`config.mk`:
```
export PLATFORM = sky130hd
export DESIGN_NAME = uart_tx_byte_queue
export DESIGN_NICKNAME = d
export VERILOG_FILES = /design/src/rtl/uart_tx_byte_queue.sv
export SDC_FILE = /design/constraint.sdc
export NUM_CORES = 1
export LEC_CHECK = 0
export BUFFER_PORTS_ARGS = -buffer_cell sky130_fd_sc_hd__buf_2
export CAP_MARGIN = 30
export CORE_UTILIZATION = 42
export CTS_BUF_LIST = sky130_fd_sc_hd__clkbuf_16
export DETAILED_ROUTE_END_ITERATION = 8
export PLACE_DENSITY = 0.6
export SLEW_MARGIN = 10
export SYNTH_ARGS = -nofsm -noshare
export SYNTH_HDL_FRONTEND = slang
export SYNTH_SLANG_ARGS = --single-unit
```
`constraint.sdc`:
```
create_clock -name clk_in -period 3.03 [get_ports clk_in]
set_input_delay 0.303 -clock clk_in [delete_from_list [all_inputs] [get_ports clk_in]]
set_output_delay 0.303 -clock clk_in [all_outputs]
set_load 0.03 [all_outputs]
```
`src/rtl/uart_tx_byte_queue.sv`:
```
// Elastic byte queue between UART RX strobes and the UART TX start/busy/done handshake.
// Optional drop counter output enabled by defining UART_QUEUE_STATS_EN.
`timescale 1ns/1ps
module uart_tx_byte_queue #(
  parameter int unsigned DATA_W     = 8,
  parameter int unsigned DEPTH_LOG2 = 4
) (
  input  logic                  clk_in,
  input  logic                  rst_n_in,
  input  logic                  rx_datav_in,
  input  logic [DATA_W-1:0]     rx_byte_in,
  input  logic                  tx_active_in,
  input  logic                  tx_done_in,
  output logic                  tx_datav_op,
  output logic [DATA_W-1:0]     tx_byte_op,
  output logic [DEPTH_LOG2:0]   fifo_count_op,
  output logic                  fifo_empty_op,
  output logic                  fifo_full_op,
`ifdef UART_QUEUE_STATS_EN
  output logic [15:0]           drop_cnt_op,
`endif
  output logic                  overflow_op
);

  localparam int unsigned Depth = 2 ** DEPTH_LOG2;
  localparam logic [DEPTH_LOG2:0] FullCount = (DEPTH_LOG2 + 1)'(Depth);
  localparam logic [DEPTH_LOG2:0] CountOne  = (DEPTH_LOG2 + 1)'(1);
  localparam logic [DEPTH_LOG2-1:0] PtrOne  = DEPTH_LOG2'(1);

  typedef enum logic [0:0] {StIdle, StBusy} state_e;

  state_e                  state_q, state_d;
  logic [DEPTH_LOG2-1:0]   wr_ptr_q, wr_ptr_d;
  logic [DEPTH_LOG2-1:0]   rd_ptr_q, rd_ptr_d;
  logic [DEPTH_LOG2:0]     count_q, count_d;
  logic [DATA_W-1:0]       tx_byte_q, tx_byte_d;
  logic                    tx_datav_q, tx_datav_d;
  logic                    overflow_q, overflow_d;
  logic [DATA_W-1:0]       mem_q [Depth];

  logic empty, full, launch, push, drop;

  assign empty = (count_q == '0);
  assign full  = (count_q == FullCount);

  // FSM state register
  always_ff @(posedge clk_in) begin
    if (!rst_n_in) begin
      state_q <= StIdle;
    end else begin
      state_q <= state_d;
    end
  end

  // FSM next state; tx_done_in only matters while a frame is outstanding
  always_comb begin
    state_d = state_q;
    unique case (state_q)
      StIdle:  if (!empty && !tx_active_in) state_d = StBusy;
      StBusy:  if (tx_done_in)              state_d = StIdle;
      default: state_d = StIdle;
    endcase
  end

  // FSM outputs: launch pops the head into the TX holding register
  always_comb begin
    launch = 1'b0;
    unique case (state_q)
      StIdle:  launch = !empty && !tx_active_in;
      StBusy:  launch = 1'b0;
      default: launch = 1'b0;
    endcase
  end

  // A full queue still accepts a byte when the head leaves on the same edge
  assign push = rx_datav_in && (!full || launch);
  assign drop = rx_datav_in && full && !launch;

  always_comb begin
    wr_ptr_d   = push   ? wr_ptr_q + PtrOne : wr_ptr_q;
    rd_ptr_d   = launch ? rd_ptr_q + PtrOne : rd_ptr_q;
    tx_byte_d  = launch ? mem_q[rd_ptr_q]   : tx_byte_q;
    tx_datav_d = launch;
    overflow_d = overflow_q | drop;
    count_d    = count_q;
    unique case ({push, launch})
      2'b10:   count_d = count_q + CountOne;
      2'b01:   count_d = count_q - CountOne;
      default: count_d = count_q;
    endcase
  end

  always_ff @(posedge clk_in) begin
    if (!rst_n_in) begin
      wr_ptr_q   <= '0;
      rd_ptr_q   <= '0;
      count_q    <= '0;
      tx_byte_q  <= '0;
      tx_datav_q <= 1'b0;
      overflow_q <= 1'b0;
    end else begin
      wr_ptr_q   <= wr_ptr_d;
      rd_ptr_q   <= rd_ptr_d;
      count_q    <= count_d;
      tx_byte_q  <= tx_byte_d;
      tx_datav_q <= tx_datav_d;
      overflow_q <= overflow_d;
    end
  end

  // Storage needs no reset: contents are only visible through the pointers
  always_ff @(posedge clk_in) begin
    if (push) begin
      mem_q[wr_ptr_q] <= rx_byte_in;
    end
  end

`ifdef UART_QUEUE_STATS_EN
  logic [15:0] drop_cnt_q, drop_cnt_d;

  always_comb begin
    drop_cnt_d = drop_cnt_q;
    if (drop && (drop_cnt_q != 16'hFFFF)) begin
      drop_cnt_d = drop_cnt_q + 16'd1;
    end
  end

  always_ff @(posedge clk_in) begin
    if (!rst_n_in) begin
      drop_cnt_q <= '0;
    end else begin
      drop_cnt_q <= drop_cnt_d;
    end
  end

  assign drop_cnt_op = drop_cnt_q;
`endif

  assign tx_datav_op   = tx_datav_q;
  assign tx_byte_op    = tx_byte_q;
  assign fifo_count_op = count_q;
  assign fifo_empty_op = empty;
  assign fifo_full_op  = full;
  assign overflow_op   = overflow_q;

endmodule
```
==> metrics list <==
* Maximum number of pins on one net before global-route repair: 38
* Clock tree root driver cell: sky130_fd_sc_hd__clkbuf_16
* Worst-case reg-to-reg path depth: 10
- Classification of the worst setup path: register to register
* Maximum clock skew at final layout: 8.22 ps
* Synth-to-Final Area Change: 16.2%
- For this run, the slowest stage of the critical path takes 430 ps.
- In this run the static leakage power is ~2.4 nW.
- Cell taking the most area after synthesis: sky130_fd_sc_hd__edfxtp_1
* Clock share of power: 35.8%
* Worst path top cell family by delay: simple AND/OR/NAND/NOR gates
- Post-layout worst setup margin: between 200 and 300 ps
* Number of antenna violations at the first check in global routing: 0
* Height of the die: 122 um
* Clock-pin transition on the worst setup and hold timing paths: 60 ps
- Clock latency on the worst-skew pair: 420 ps
* Total internal power: 3.99 mW
* Worst min-delay path class: input port to register
* Sum of internal, switching and leakage power: 5.60 mW
* Sw frac: between 20 and 30%
- Final total negative setup slack: 0 ps
* Die width: 122 um
* Met2 Wirelength: approximately 6000 um
* Area of the die: 15000 um^2
- Worst Min Path Start: tx_active_in
- Count of final hold-check violations: 0
- RePlAce Congestion: 0.830
* Core Area: 14000 um^2
- In this run the remaining antenna-violating nets after routing total 0.
- The floorplan has 43 rows.
- Counting every net in the synthesized netlist gives 397.
* FF+latch count, synth: 152
- Nets@finish: 444
- Register-to-register setup slack: between 200 and 300 ps
- Via-per-instance ratio: roughly 5.4
- TritonCTS built the clock tree.
- Max Root-Sink Buffers: 2
* Vias in the first global route: around 3300
- The flow ran to the end, and the final reports show no timing, DRC or antenna violations.
- Post-layout instance count excluding filler cells: 615
- After synthesis, the cell types taking the most area are sky130_fd_sc_hd__edfxtp_1 (63%), sky130_fd_sc_hd__dfxtp_1 (7.9%), sky130_fd_sc_hd__mux4_2 (5.9%).
- Among the stages of the critical path, the cell type that occurs most often is sky130_fd_sc_hd__nand2b_1.
- Clock tree synthesis inserted a total of 17 buffers.
- For hold timing, the worst endpoint is tx_datav_op.
- Residual overflow from global routing: 0
- The Yosys step of the flow raised 0 warnings.
* Commonest non-fill, non-tap cell in the layout: sky130_fd_sc_hd__edfxtp_1
- Summed over its instances, the top area cell type makes up about 63% of the synthesized netlist area.
- Sequential cell area fraction in the yosys report: 71.1%
* Worst voltage drop across the vdd grid: 418 uV
- Yosys mapped a number of flops with a built-in enable equal to 128.
* Capturing element type of the critical path: register
* # DRC: 0
* Largest fanout on the critical path: 6
- In the layout the commonest cells are sky130_fd_sc_hd__edfxtp_1 (128), sky130_fd_sc_hd__nor2_1 (36), sky130_fd_sc_hd__mux2i_1 (34), sky130_fd_sc_hd__buf_2 (29), sky130_fd_sc_hd__dfxtp_1 (23).
* Global-route wire length before repair: 18500 um
- Cell with the largest stage delay on the worst path: sky130_fd_sc_hd__nor4_2
- Met3 routed wirelength: 660 um
- In the synthesized netlist the dominant register cell turns out to be sky130_fd_sc_hd__edfxtp_1.
* Sinks on Clock Net: ~150
* Reported max-cap violation count: 0
* Setup slack at placement: between 300 and 400 ps
* Highest Signal Layer: met4
- First-pass iteration count of the detailed router: 4
- The signal on the critical path passes through nor4_2, a21oi_1, nand2b_1, inv_2, ha_1, nor2b_1, o21ai_0, nand2b_1, or4_1, a41oi_1.
- Total routed wirelength: 12300 um
- The netlist uses 43 different library cells.
- Counting instances, the worst hold path has a depth of 3.
- In this run the number of H-tree levels came out at 4.
* Relative slew margins: approximately 44%
- Origin of the critical flop-to-flop path: fifo_count_op[1]
- Number of buffers inserted for hold repair after clock tree synthesis: 0
- Synthesis handed over a netlist of 375 instances.
- 0 antenna diodes ended up in the layout.
- In this run the critical register-to-register path is captured at fifo_count_op[4].
* Switching power of the nets: ~1.6 mW
- Number of slew-limit violations in the final report: 0
* Area occupied by multi-input gates: 1620 um^2
- At the pin with the least slew margin, the transition time is ~830 ps.
- FILL cells: 1176
* Mean Syn Cell Area: around 16 um^2
* Number of setup buffers added after CTS: 0
* Share of post-route cells with drive strength above 1: 23.4%
- Counting I/O delays and the setup requirement, the final critical path takes 2730 ps.
- Depth of the critical timing path with buffers and inverters included: 10
- DRT met1 WL: 5460 um
- Total via count in the routed design: 3301
- Post-route fraction of the period consumed by the critical path: around nine tenths
- Summed instance area of the synthesized netlist: 6080 um^2
- For this design the ratio of total power to cell area is 793 nW/um^2.
* Wire per inst: approximately 20 um
- In the final layout, flip-flops and latches occupy 4330 um^2.
- Global router's overall resource usage: 17.8%
- Worst Path Arrival: 3070 ps
* Starting density of the core: 43.5%
* Share of synthesized registers carrying an async set or reset: 0%
- Setup repair after global routing left no endpoint under its margin.
- Of the total power, registers draw 44.9%.
- During placement, the flow inserted port buffers numbering 29.
- Together, buffers and inverters on the worst path number 1.
- Combinational Power Share: 19.4%
- In this run, placement finished with an instance count of 583.
* Top achievable clock speed: around 370 MHz
- For the worst setup path, the data required time is 3370 ps.
* Half-perimeter wire length after placement: ~7900 um
- Post_cts resized: 0
* Setup crit start kind: register
- Count of routing violations after the opening detailed-route iteration: between 200 and 300
- Setup violations remaining at the end of the flow were counted as 0.
* Total I/O pin count: 30
==> logic make-up after synthesis <==
logic type / synth area share [%]
flops: 71.1
compound gates: 5.97
simple gates: 6.01
buf+inv: 2.24
fa+ha+maj: 1.98
mux: 11.5
xor+xnor: 1.15
==> routing by layer <==
layer / vias to the layer above / track usage [%]
met5: - / 0
met4: 0 / 8.61
met3: 10 / 4.18
met2: 75 / 27.9
met1: 1664 / 23.3
li1: 1552 / -
==> metrics by stage <==
stage	instance area [um^2]	hold slack, ps	util, %
3_3_place_gp	6500	448	46.5
6_report	7070	195	50.5
4_1_cts	7070	172	50.5
3_5_place_dp	6500	450	46.5
5_1_grt	7070	197	50.5
2_1_floorplan	6080	402	-
==> worst register-to-register path, delay by kind of cell, from the launching register on <==
| family | cells | cell delay (ps) |
|---|---|---|
| simple gates | 5 | 1260 |
| compound gates | 3 | 620 |
| buf+inv | 1 | 80 |
| fa+ha+maj | 1 | 310 |
| flops | 1 | 370 |
==> worst max path at each step <==
stage,start,end,slack [ps]
after floorplan,fifo_count_op[0],fifo_count_op[4],510
after global placement,tx_active_in,fifo_count_op[4],490
after detailed placement,fifo_count_op[1],fifo_count_op[4],310
after CTS,fifo_count_op[1],fifo_count_op[4],300
after global routing,fifo_count_op[1],fifo_count_op[4],110
final,fifo_count_op[1],fifo_count_op[4],300
==> layout make-up <==
cell class | count | share of cell area (%)
clock buffers | 17 | 6.02
repair buffers | 48 | 4.25
inverters | 9 | 0.478
clock inverters | 15 | 1.93
multi-input cells | 194 | 22.9
well taps | 180 | 3.19
flip-flops and latches | 152 | 61.2
==> power by group through the flow <==
stage                     Sequential [mW]  Clock [mW]  Combinational, mW
after floorplan                      2.67           0              0.620
after global placement               2.55           0               1.07
after detailed placement             2.56           0               1.09
after CTS                            2.51        2.04               1.09
after global routing                 2.53        2.12               1.17
final                                2.51        2.00               1.08
==> cells in the mapped netlist (9+ instances only) <==
library cell and n:
sky130_fd_sc_hd__nor2_1 36, sky130_fd_sc_hd__dfxtp_1 24, sky130_fd_sc_hd__mux4_2 16, sky130_fd_sc_hd__o21ai_0 9, sky130_fd_sc_hd__mux2i_1 34, sky130_fd_sc_hd__nand2_1 9
sky130_fd_sc_hd__edfxtp_1 128, sky130_fd_sc_hd__o22ai_1 16, sky130_fd_sc_hd__clkbuf_1 10
==> registers in the layout (all words and copies together) (netlist names) <==
| register | cells |
|---|---|
| mem_q | 128 |
| tx_byte_op | 8 |
| fifo_count_op | 5 |
| rd_ptr_q | 4 |
| wr_ptr_q | 4 |
| overflow_op | 1 |
| state_q | 1 |
| tx_datav_op | 1 |
(Power assumes the default switching activity.)
